===== src/rtl/sim_data_pkg.sv =====
`default_nettype none
// ============================================================================
// Module      : sim_data_pkg
// Description : Shared types and constants for the incrementing-byte stream
//               checker (FSM state encoding, pattern/word widths, defaults).
// Ports       : none (package)
// Revision    : 1.0 - initial release
// ============================================================================
package sim_data_pkg;

  localparam int PAT_BYTE_W      = 8;
  localparam int WORD_W          = 32;
  localparam int DEF_CNT_W       = 32;
  localparam int DEF_LOSS_THRESH = 4;

  typedef enum logic [1:0] {
    ST_IDLE  = 2'd0,
    ST_SYNC  = 2'd1,
    ST_CHECK = 2'd2
  } state_e;

endpackage : sim_data_pkg
`default_nettype wire


===== src/rtl/sim_data_word_check.sv =====
`default_nettype none
// ============================================================================
// Module      : sim_data_word_check
// Description : Combinational word classifier. A word is well formed when all
//               four bytes are identical; byte_match compares the low byte
//               against the currently expected pattern byte.
// Ports       : data_i        - received word
//               expected_i    - expected pattern byte
//               well_formed_o - all bytes of data_i equal
//               byte_match_o  - data_i[7:0] equals expected_i
// Revision    : 1.0 - initial release
// ============================================================================
module sim_data_word_check
  import sim_data_pkg::*;
(
  input  logic [WORD_W-1:0]     data_i,
  input  logic [PAT_BYTE_W-1:0] expected_i,
  output logic                  well_formed_o,
  output logic                  byte_match_o
);

  assign well_formed_o = (data_i[15:8]  == data_i[7:0]) &&
                         (data_i[23:16] == data_i[7:0]) &&
                         (data_i[31:24] == data_i[7:0]);

  assign byte_match_o  = (data_i[PAT_BYTE_W-1:0] == expected_i);

endmodule : sim_data_word_check
`default_nettype wire


===== config.mk =====
export PLATFORM = sky130hd
export DESIGN_NAME = sim_data_word_check
export DESIGN_NICKNAME = d
export VERILOG_FILES = /design/src/rtl/sim_data_pkg.sv /design/src/rtl/sim_data_word_check.sv
export SDC_FILE = /design/constraint.sdc
export NUM_CORES = 1
export LEC_CHECK = 0
export CAP_MARGIN = 20
export CORE_AREA = 2 2 39 41
export DETAILED_ROUTE_END_ITERATION = 12
export DIE_AREA = 0 0 41 43
export PLACE_DENSITY = 0.85
export SYNTH_ARGS = -nofsm -noshare
export SYNTH_HDL_FRONTEND = slang
export SYNTH_SLANG_ARGS = --single-unit

===== constraint.sdc =====
create_clock -name vclk -period 2.7
set_clock_uncertainty 0.1 [all_clocks]
set_input_delay 0.675 -clock vclk [all_inputs]
set_output_delay 0.675 -clock vclk [all_outputs]
set_load 0.005 [all_outputs]

==> results.txt, run 1 <==
Status: completed
Area grow syn2layout: 198%
# port buffers: 42
Max_cap viols: 0
Vias in the first global route: 503
Fin crit share: 97.6%
DRT iter0 DRCs: 3
I/O Pins: 42
Layout net count: 132
Drt pass-1 iters: 4
LEAKAGE: 0.471 nW
Req. time, crit path: 1.92 ns
Antenna Cells: 0
Design Area, Final: 842 sq um
Mapped Cells: 40
Syn_nets: 80
Mapped Area: 283 sq um
Compound-Gate Fraction of Synth Area: 8.85%
Max Clock Freq: 379 MHz
Placement Cell Area: 776 sq um
Hold Path Class: input pin to output pin
GRT Total Usage: 14.1%
Die Y: 43 um
Gr ovfl total: 0
Setup TNS: 0 ns
# setup viols final: 0
Seq cells: 0
Post-detail-place hpwl: 1090 um
Most frequent cell after synthesis: xnor2_1
Adder-Cell Fraction of Synth Area: 0%
Hold Fails Final Rpt: 0
Syn avg cell area: 7.07 sq um
Top post-synthesis cells by area: xnor2_1 (37%), nand4_1 (8.8%), or3_1 (8.8%)
Via count: 501
Largest family of logic cells by synthesized area: simple AND/OR/NAND/NOR gates
Crit path buffers/inverters: 2
WP data arrival: 1.86 ns
First-pass GRT wire length: 1770 um
Critical-path cell list: clkdlybuf4s15_1 -> or4_4 -> a221oi_2 -> and3_1 -> buf_2
Core area: 0.00138 sq mm
PD cells: 123 mW/mm^2
Crit path launch type: input pin
Pre-CTS setup slack: -0.662 ns
Rel. slew slack: 84.1%
Crit Path Max Fanout: 2
Crit Path Class: input pin to output pin
Worst ir drop on vdd: 0.0637 mV
Final wirelength: 1220 um
Remaining antenna violation count after routing: 0
Post-synthesis mux area share: 0%
Area leader, netlist: xnor2_1
Worst setup margin: 0.0635 ns
Share of layout cells above drive strength 1: 16.7%
Slowest CP cell: or4_4
Final Max Tran Viols: 0
Final RePlAce weighted congestion: 0.599
Slew @ Worst Pin: 0.239 ns
Routed len/inst: 11.5 um
Die Area: 0.00176 sq mm
Top post-synthesis cells by count: xnor2_1 (12), nand3_1 (4), nand4_1 (4), or3_1 (4), and3_1 (3)
Total Power: 0.103 mW
Unique cell type count in the Yosys netlist: 14
DRC viols: 0
# clk buffers: 0
Largest net degree at the start of global routing: 5
Sequential element share of the synthesized area: 0%
Initial Util: 20.4%
Yosys warnings: 0
Xor and xnor area share after synthesis: 43.4%
Register Area: 0 sq um
Area share of and/or/nand/nor cells after synthesis: 47.8%
Tmin final: 2.64 ns
Die W: 41 um
Via/cell ratio: 4.73
Rows: 14
RSZ-0062 raised after global routing: false
Delay-heaviest family, CP: simple AND/OR/NAND/NOR gates
Critical Path End Type: output pin
Biggest cell delay along the critical path: 0.48 ns
Post-synth top area share: 37.2%
Initial antenna violation count: 0
-- metal layers --
metal | track usage [%] | up-vias | wire length, um | part of all wire, %
li1 | - | 259 | - | -
met1 | 12.7 | 217 | 394 | 32
met2 | 31.3 | 25 | 720 | 59
met3 | 0.524 | 0 | 100 | 8.2
met4 | 0 | 0 | 0 | 0
met5 | 0 | - | 0 | 0
-- power breakdown --
| part | internal [mW] | switching [mW] |
|---|---|---|
| clock | 0 | 0 |
| sequential | 0 | 0 |
| combinational | 0.0715 | 0.0317 |
| total | 0.0715 | 0.0317 |
-- final cells by class --
cell class	instances	area, sq um
fill	133	542
timing repair buffer	50	514
multi-input combinational	40	308
tap	16	20.0
-- path summary, 6_finish.rpt --
check                  start             to  slack, ns  cells after the start
setup / recovery  data_i[30]  well_formed_o       0.06                      5
hold / removal    data_i[22]  well_formed_o       1.76                      5
-- kinds of logic (layout without fill, tap and decap cells) --
logic type             after synthesis  count (layout)
AO/OA/AOI/OAI                        3               3
buffers and inverters                0              50
XOR/XNOR                            14              14
AND/OR/NAND/NOR                     23              23
-- what timing repair did --
action	in CTS	in global routing
hold buffers	0	0
pin swaps	5	14
gates resized for setup	12	26
cloned	0	0
setup endpoints to repair	2	2
buffers inserted	0	1
-- per-stage QoR --
stage,hold WS (ns),util (%),cells
3_5_place_dp,2.34,56.1,105
3_3_place_gp,2.31,56.1,105
2_1_floorplan,1.39,-,40
4_1_cts,1.89,56.5,105
5_1_grt,1.80,60.8,106
6_report,1.76,60.8,106
-- cells in the final DEF (no fill, tap or decap), types with 3 or more instances in the layout --
cell / n
and3_1: 3
buf_4: 7
clkdlybuf4s50_1: 17
dlymetal6s2s_1: 19
nand3_1: 4
nand4_1: 4
or3_1: 4
xnor2_1: 10
(Power assumes the default switching activity.)
==> inputs of run 2 (changes only) <==
SKIP_LAST_GASP = 1   (was default)
==> run 2 against run 1 <==
Via count increased by 0.20%. Wire length rose by 1.6%. Critical endpoint unchanged. Largest cell class unchanged. Clock-buffer cell count stayed put. Worst setup slack got worse by 0.0081 ns. Cell count did not move. Sequential cell count is the same.
==> results.txt, run 2 (synthesized netlist as in run 1, its figures left out) <==
Status: completed (unchanged)
Post-detail-place hpwl: 1090 um (unchanged)
Most common cell after layout, fill and taps aside: dlymetal6s2s_1 (unchanged)
Remaining antenna violation count after routing: 0 (unchanged)
Gr ovfl total: 0 (unchanged)
Critical-path cell list: dlymetal6s2s_1 -> or4_4 -> a221oi_2 -> and3_1 -> buf_2 (was clkdlybuf4s15_1 -> or4_4 -> a221oi_2 -> and3_1 -> buf_2)
Sequential share of power: 0% (about the same)
I/O Pins: 42 (unchanged)
Crit Path Class: input pin to output pin (unchanged)
Clk network pwr share: 0% (about the same)
Core area: 0.00138 sq mm (unchanged)
Slew @ Worst Pin: 0.236 ns (was 0.239 ns)
Rows: 14 (unchanged)
Slowest CP cell: or4_4 (unchanged)
Seq cells: 0 (unchanged)
WP data arrival: 1.87 ns (was 1.86 ns)
Layout fillers: 133 (unchanged)
DRT iter0 DRCs: 3 (unchanged)
Switching share of total power: 30.7% (about the same)
Multi-input logic area: 308 sq um (unchanged)
Via/cell ratio: 4.74 (was 4.73)
Critical Path End Type: output pin (unchanged)
# clk buffers: 0 (unchanged)
Design Area, Final: 848 sq um (was 842 sq um)
Post-CTS Hold Fix Bufs: 0 (unchanged)
Die Y: 43 um (unchanged)
Req. time, crit path: 1.92 ns (about the same)
# setup viols final: 0 (unchanged)
Rel. slew slack: 84.2% (was 84.1%)
Die W: 41 um (unchanged)
Final Max Tran Viols: 0 (unchanged)
Layout net count: 132 (unchanged)
Min Hold Slack: 1.75 ns (was 1.76 ns)
Comb pwr share: 100.0% (about the same)
Commonest cells after routing, fill and taps aside: dlymetal6s2s_1 (20), clkdlybuf4s50_1 (17), xnor2_1 (10) (was dlymetal6s2s_1 (19), clkdlybuf4s50_1 (17), xnor2_1 (10))
Hold Fails Final Rpt: 0 (unchanged)
Max_cap viols: 0 (unchanged)
Max Clock Freq: 378 MHz (was 379 MHz)
Crit Path Max Fanout: 2 (unchanged)
Final Util: 61.3% (was 60.8%)
LEAKAGE: 0.480 nW (was 0.471 nW)
Area grow syn2layout: 200% (was 198%)
# port buffers: 42 (unchanged)
GRT Total Usage: 14.1% (unchanged)
Register Area: 0 sq um (unchanged)
First-pass GRT wire length: 1770 um (unchanged)
Antenna Cells: 0 (unchanged)
Die Area: 0.00176 sq mm (unchanged)
Via count: 502 (was 501)
Initial Util: 20.4% (unchanged)
Biggest cell delay along the critical path: 0.53 ns (was 0.48 ns)
Worst ir drop on vdd: 0.0637 mV (about the same)
PD cells: 122 mW/mm^2 (was 123 mW/mm^2)
Drt pass-1 iters: 4 (unchanged)
Tmin final: 2.64 ns (about the same)
Internal power: 0.0719 mW (was 0.0715 mW)
Placement Cell Area: 776 sq um (unchanged)
Share of layout cells above drive strength 1: 15.6% (was 16.7%)
NetSw: 0.0319 mW (was 0.0317 mW)
Fin crit share: 97.9% (was 97.6%)
Hold Path Class: input pin to output pin (unchanged)
Crit path launch type: input pin (unchanged)
Final wirelength: 1230 um (was 1220 um)
Routed len/inst: 11.6 um (was 11.5 um)
Vias in the first global route: 503 (unchanged)
Total Power: 0.104 mW (was 0.103 mW)
Largest net degree at the start of global routing: 5 (unchanged)
Initial antenna violation count: 0 (unchanged)
DRC viols: 0 (unchanged)
Final RePlAce weighted congestion: 0.599 (unchanged)
run 2: changes by cell type in the layout (fill, tap and decap cells not counted):
cell	before	now
clkdlybuf4s15_1	1	0
clkbuf_2	2	1
dlymetal6s2s_1	19	20
dlygate4sd2_1	2	3
run 2: critical path, delay by kind of cell:
family	cells	cell delay [ns]
buffers and inverters	2	0.24
AO/OA/AOI/OAI	1	0.26
AND/OR/NAND/NOR	2	0.69
run 2: cell type report:
cell class / instances / area share, %
multi-input cells: 40 / 36.3
well taps: 16 / 2.36
repair buffers: 50 / 61.4
run 2: metrics by stage:
| stage | worst slack (ns) | instances | TNS (ns) |
|---|---|---|---|
| floorplan | 0.293 | 40 | 0 |
| global placement | -0.630 | 105 | -0.883 |
| detailed placement | -0.662 | 105 | -0.925 |
| CTS | -0.162 | 105 | -0.162 |
| global route | -0.0202 | 106 | -0.0202 |
| finish | 0.0554 | 106 | 0 |
run 2: final timing paths:
kind	startpoint	to	slack, ns	cells after the start
hold / removal	data_i[6]	well_formed_o	1.75	5
setup / recovery	data_i[14]	well_formed_o	0.06	5
run 2: power by group through the flow:
stage          combinational, mW  sequential, mW  clock (mW)
6_report                   0.104               0           0
5_1_grt                    0.113               0           0
4_1_cts                    0.106               0           0
3_5_place_dp               0.105               0           0
3_3_place_gp               0.102               0           0
2_1_floorplan             0.0252               0           0
run 2: repair_timing:
item / CTS / global route
pin swaps: 4 / 14
buffers inserted: 0 / 1
resized for setup: 11 / 24
setup endpoints to repair: 2 / 2
run 2: per-layer routing:
metal	GRT usage [%]	part of all wire, %	vias up
li1	-	-	258
met4	0	0	0
met5	0	0	-
met3	0.524	8.1	0
met1	12.7	32	219
met2	31.3	60	25
==> inputs of run 3 (changes only) <==
ABC_AREA = 1   (was default)
CORE_AREA = default   (was 2 2 39 41)
CORE_ASPECT_RATIO = 1.1   (was default)
CORE_MARGIN = 2   (was default)
CORE_UTILIZATION = 34   (was default)
DIE_AREA = default   (was 0 0 41 43)
PLACE_DENSITY = 0.94   (was 0.85)
TNS_END_PERCENT = 100   (was default)
==> run 3 against run 2 <==
Clock-buffer cell count stayed put. Largest power group unchanged. Power is 26% higher. Die area is 3.2% higher. Highest routed layer is now met4. Synthesized cell count grew to 2.8 times the previous value. Critical path depth stayed put. Sequential share of layout area stayed put.
==> results.txt, run 3 <==
Status: completed (unchanged)
Tmin final: 2.61 ns (was 2.64 ns)
First-pass GRT wire length: 2440 um (was 1770 um)
Comb pwr share: 100.0% (about the same)
PD cells: 135 mW/mm^2 (was 122 mW/mm^2)
Fin crit share: 96.7% (was 97.9%)
Setup TNS: 0 ns (unchanged)
Mapped Cells: 112 (was 40)
Share of layout cells above drive strength 1: 8.97% (was 15.6%)
Core area: 0.00138 sq mm (unchanged)
Req. time, crit path: 1.92 ns (about the same)
Syn_nets: 152 (was 80)
Min Hold Slack: 1.80 ns (was 1.75 ns)
Crit Path Class: input pin to output pin (unchanged)
DRC viols: 0 (unchanged)
Final Util: 70.0% (was 61.3%)
Vias in the first global route: 716 (was 503)
# setup viols final: 0 (unchanged)
Antenna Cells: 0 (unchanged)
Final RePlAce weighted congestion: 0.807 (was 0.599)
Most common cell after layout, fill and taps aside: nand2_1 (was dlymetal6s2s_1)
Hold Fails Final Rpt: 0 (unchanged)
Syn avg cell area: 4.54 sq um (was 7.07 sq um)
Via count: 756 (was 502)
Remaining antenna violation count after routing: 0 (unchanged)
Seq cells: 0 (unchanged)
NetSw: 0.0528 mW (was 0.0319 mW)
Die Area: 0.00182 sq mm (was 0.00176 sq mm)
# clk buffers: 0 (unchanged)
Internal power: 0.0784 mW (was 0.0719 mW)
WP data arrival: 1.83 ns (was 1.87 ns)
I/O Pins: 42 (unchanged)
Register Area: 0 sq um (unchanged)
Total Power: 0.131 mW (was 0.104 mW)
Critical Path End Type: output pin (unchanged)
Drt pass-1 iters: 2 (was 4)
Top post-synthesis cells by count: nand2_1 (55), inv_1 (16), xnor2_1 (14) (was xnor2_1 (12), nand3_1 (4), nand4_1 (4), or3_1 (4), and3_1 (3))
Most frequent cell after synthesis: nand2_1 (was xnor2_1)
Via/cell ratio: 4.40 (was 4.74)
Yosys warnings: 0 (unchanged)
Post-CTS Hold Fix Bufs: 0 (unchanged)
Layout net count: 198 (was 132)
Sequential share of power: 0% (about the same)
Clk network pwr share: 0% (about the same)
Crit path launch type: input pin (unchanged)
Rel. slew slack: 83.4% (was 84.2%)
LEAKAGE: 0.561 nW (was 0.480 nW)
Area grow syn2layout: 90.6% (was 200%)
Max_cap viols: 0 (unchanged)
Slew @ Worst Pin: 0.249 ns (was 0.236 ns)
Crit Path Max Fanout: 2 (unchanged)
Hold Path Class: input pin to output pin (unchanged)
Design Area, Final: 968 sq um (was 848 sq um)
Max Clock Freq: 383 MHz (was 378 MHz)
Post-synth top area share: 40.6% (was 37.2%)
Initial antenna violation count: 0 (unchanged)
Post-detail-place hpwl: 1390 um (was 1090 um)
Sequential element share of the synthesized area: 0% (unchanged)
Top post-synthesis cells by area: nand2_1 (41%), xnor2_1 (24%), inv_1 (12%) (was xnor2_1 (37%), nand4_1 (8.8%), or3_1 (8.8%))
Die Y: 44.5 um (was 43 um)
Routed len/inst: 8.92 um (was 11.6 um)
Mapped Area: 508 sq um (was 283 sq um)
Area leader, netlist: nand2_1 (was xnor2_1)
Initial Util: 36.7% (was 20.4%)
Final Max Tran Viols: 0 (unchanged)
Gr ovfl total: 0 (unchanged)
Worst ir drop on vdd: 0.0642 mV (was 0.0637 mV)
Placement Cell Area: 963 sq um (was 776 sq um)
RSZ-0062 raised after global routing: false
Rows: 14 (unchanged)
Die W: 40.9 um (was 41 um)
# port buffers: 42 (unchanged)
Unique cell type count in the Yosys netlist: 10 (was 14)
DRT iter0 DRCs: 5 (was 3)
Final wirelength: 1530 um (was 1230 um)
GRT Total Usage: 18.3% (was 14.1%)
Commonest cells after routing, fill and taps aside: nand2_1 (55), clkdlybuf4s50_1 (27), inv_1 (16) (was dlymetal6s2s_1 (20), clkdlybuf4s50_1 (17), xnor2_1 (10))
Switching share of total power: 40.2% (was 30.7%)
Largest net degree at the start of global routing: 6 (was 5)
==> run 3: routing by layer <==
layer,GRT usage (%),part of all wire [%],vias up,wire length (um)
met2,35.3,50,30,763
met3,2.01,9.6,6,147
met1,19.3,38,310,584
met4,4.67,2.5,0,39
met5,0,0,-,0
li1,-,-,410,-
==> run 3: worst paths after layout <==
| path | startpoint | endpoint | slack, ns | cells past startpoint |
|---|---|---|---|---|
| worst min-delay path | data_i[29] | well_formed_o | 1.80 | 9 |
| worst max-delay path | expected_i[1] | byte_match_o | 0.09 | 5 |
==> run 3: worst max-delay path, stage by stage <==
cell and delay [ns]:
clkdlybuf4s50_1 0.43, or2_2 0.30, nand4_1 0.12, nor3_2 0.06
dlygate4sd2_1 0.26
==> run 3: cells by family (layout without fill, tap and decap cells) <==
group | count (synthesis) | count (layout) | synth area share [%]
and+or+nand+nor | 75 | 75 | 58.6
buffers and inverters | 22 | 66 | 16.3
xor gates and xnor gates | 14 | 14 | 24.1
AOI/OAI and AO/OA | 1 | 1 | 0.984
==> run 3: cell type report <==
type                       instances  area, sq um
tap                               16         20.0
fill                             127          415
timing repair buffer              44          435
inverter                          22         82.6
multi-input combinational         90          430
==> run 3: what timing repair did <==
item	CTS	global route
gates resized for setup	12	7
setup buffers	0	0
pin swaps	1	4
setup endpoints to repair	2	2
==> run 3: through the flow <==
step           std cells  worst slack (ns)
4_1_cts              172           0.00384
3_3_place_gp         172            -0.399
5_1_grt              172            0.0283
6_report             172            0.0903
3_5_place_dp         172            -0.425
2_1_floorplan        112             0.775
==> run 3: power by group through the flow <==
stage | Sequential [mW] | Clock (mW) | Combinational, mW
global route | 0 | 0 | 0.146
CTS | 0 | 0 | 0.134
detailed placement | 0 | 0 | 0.136
finish | 0 | 0 | 0.131
global placement | 0 | 0 | 0.133
floorplan | 0 | 0 | 0.0552
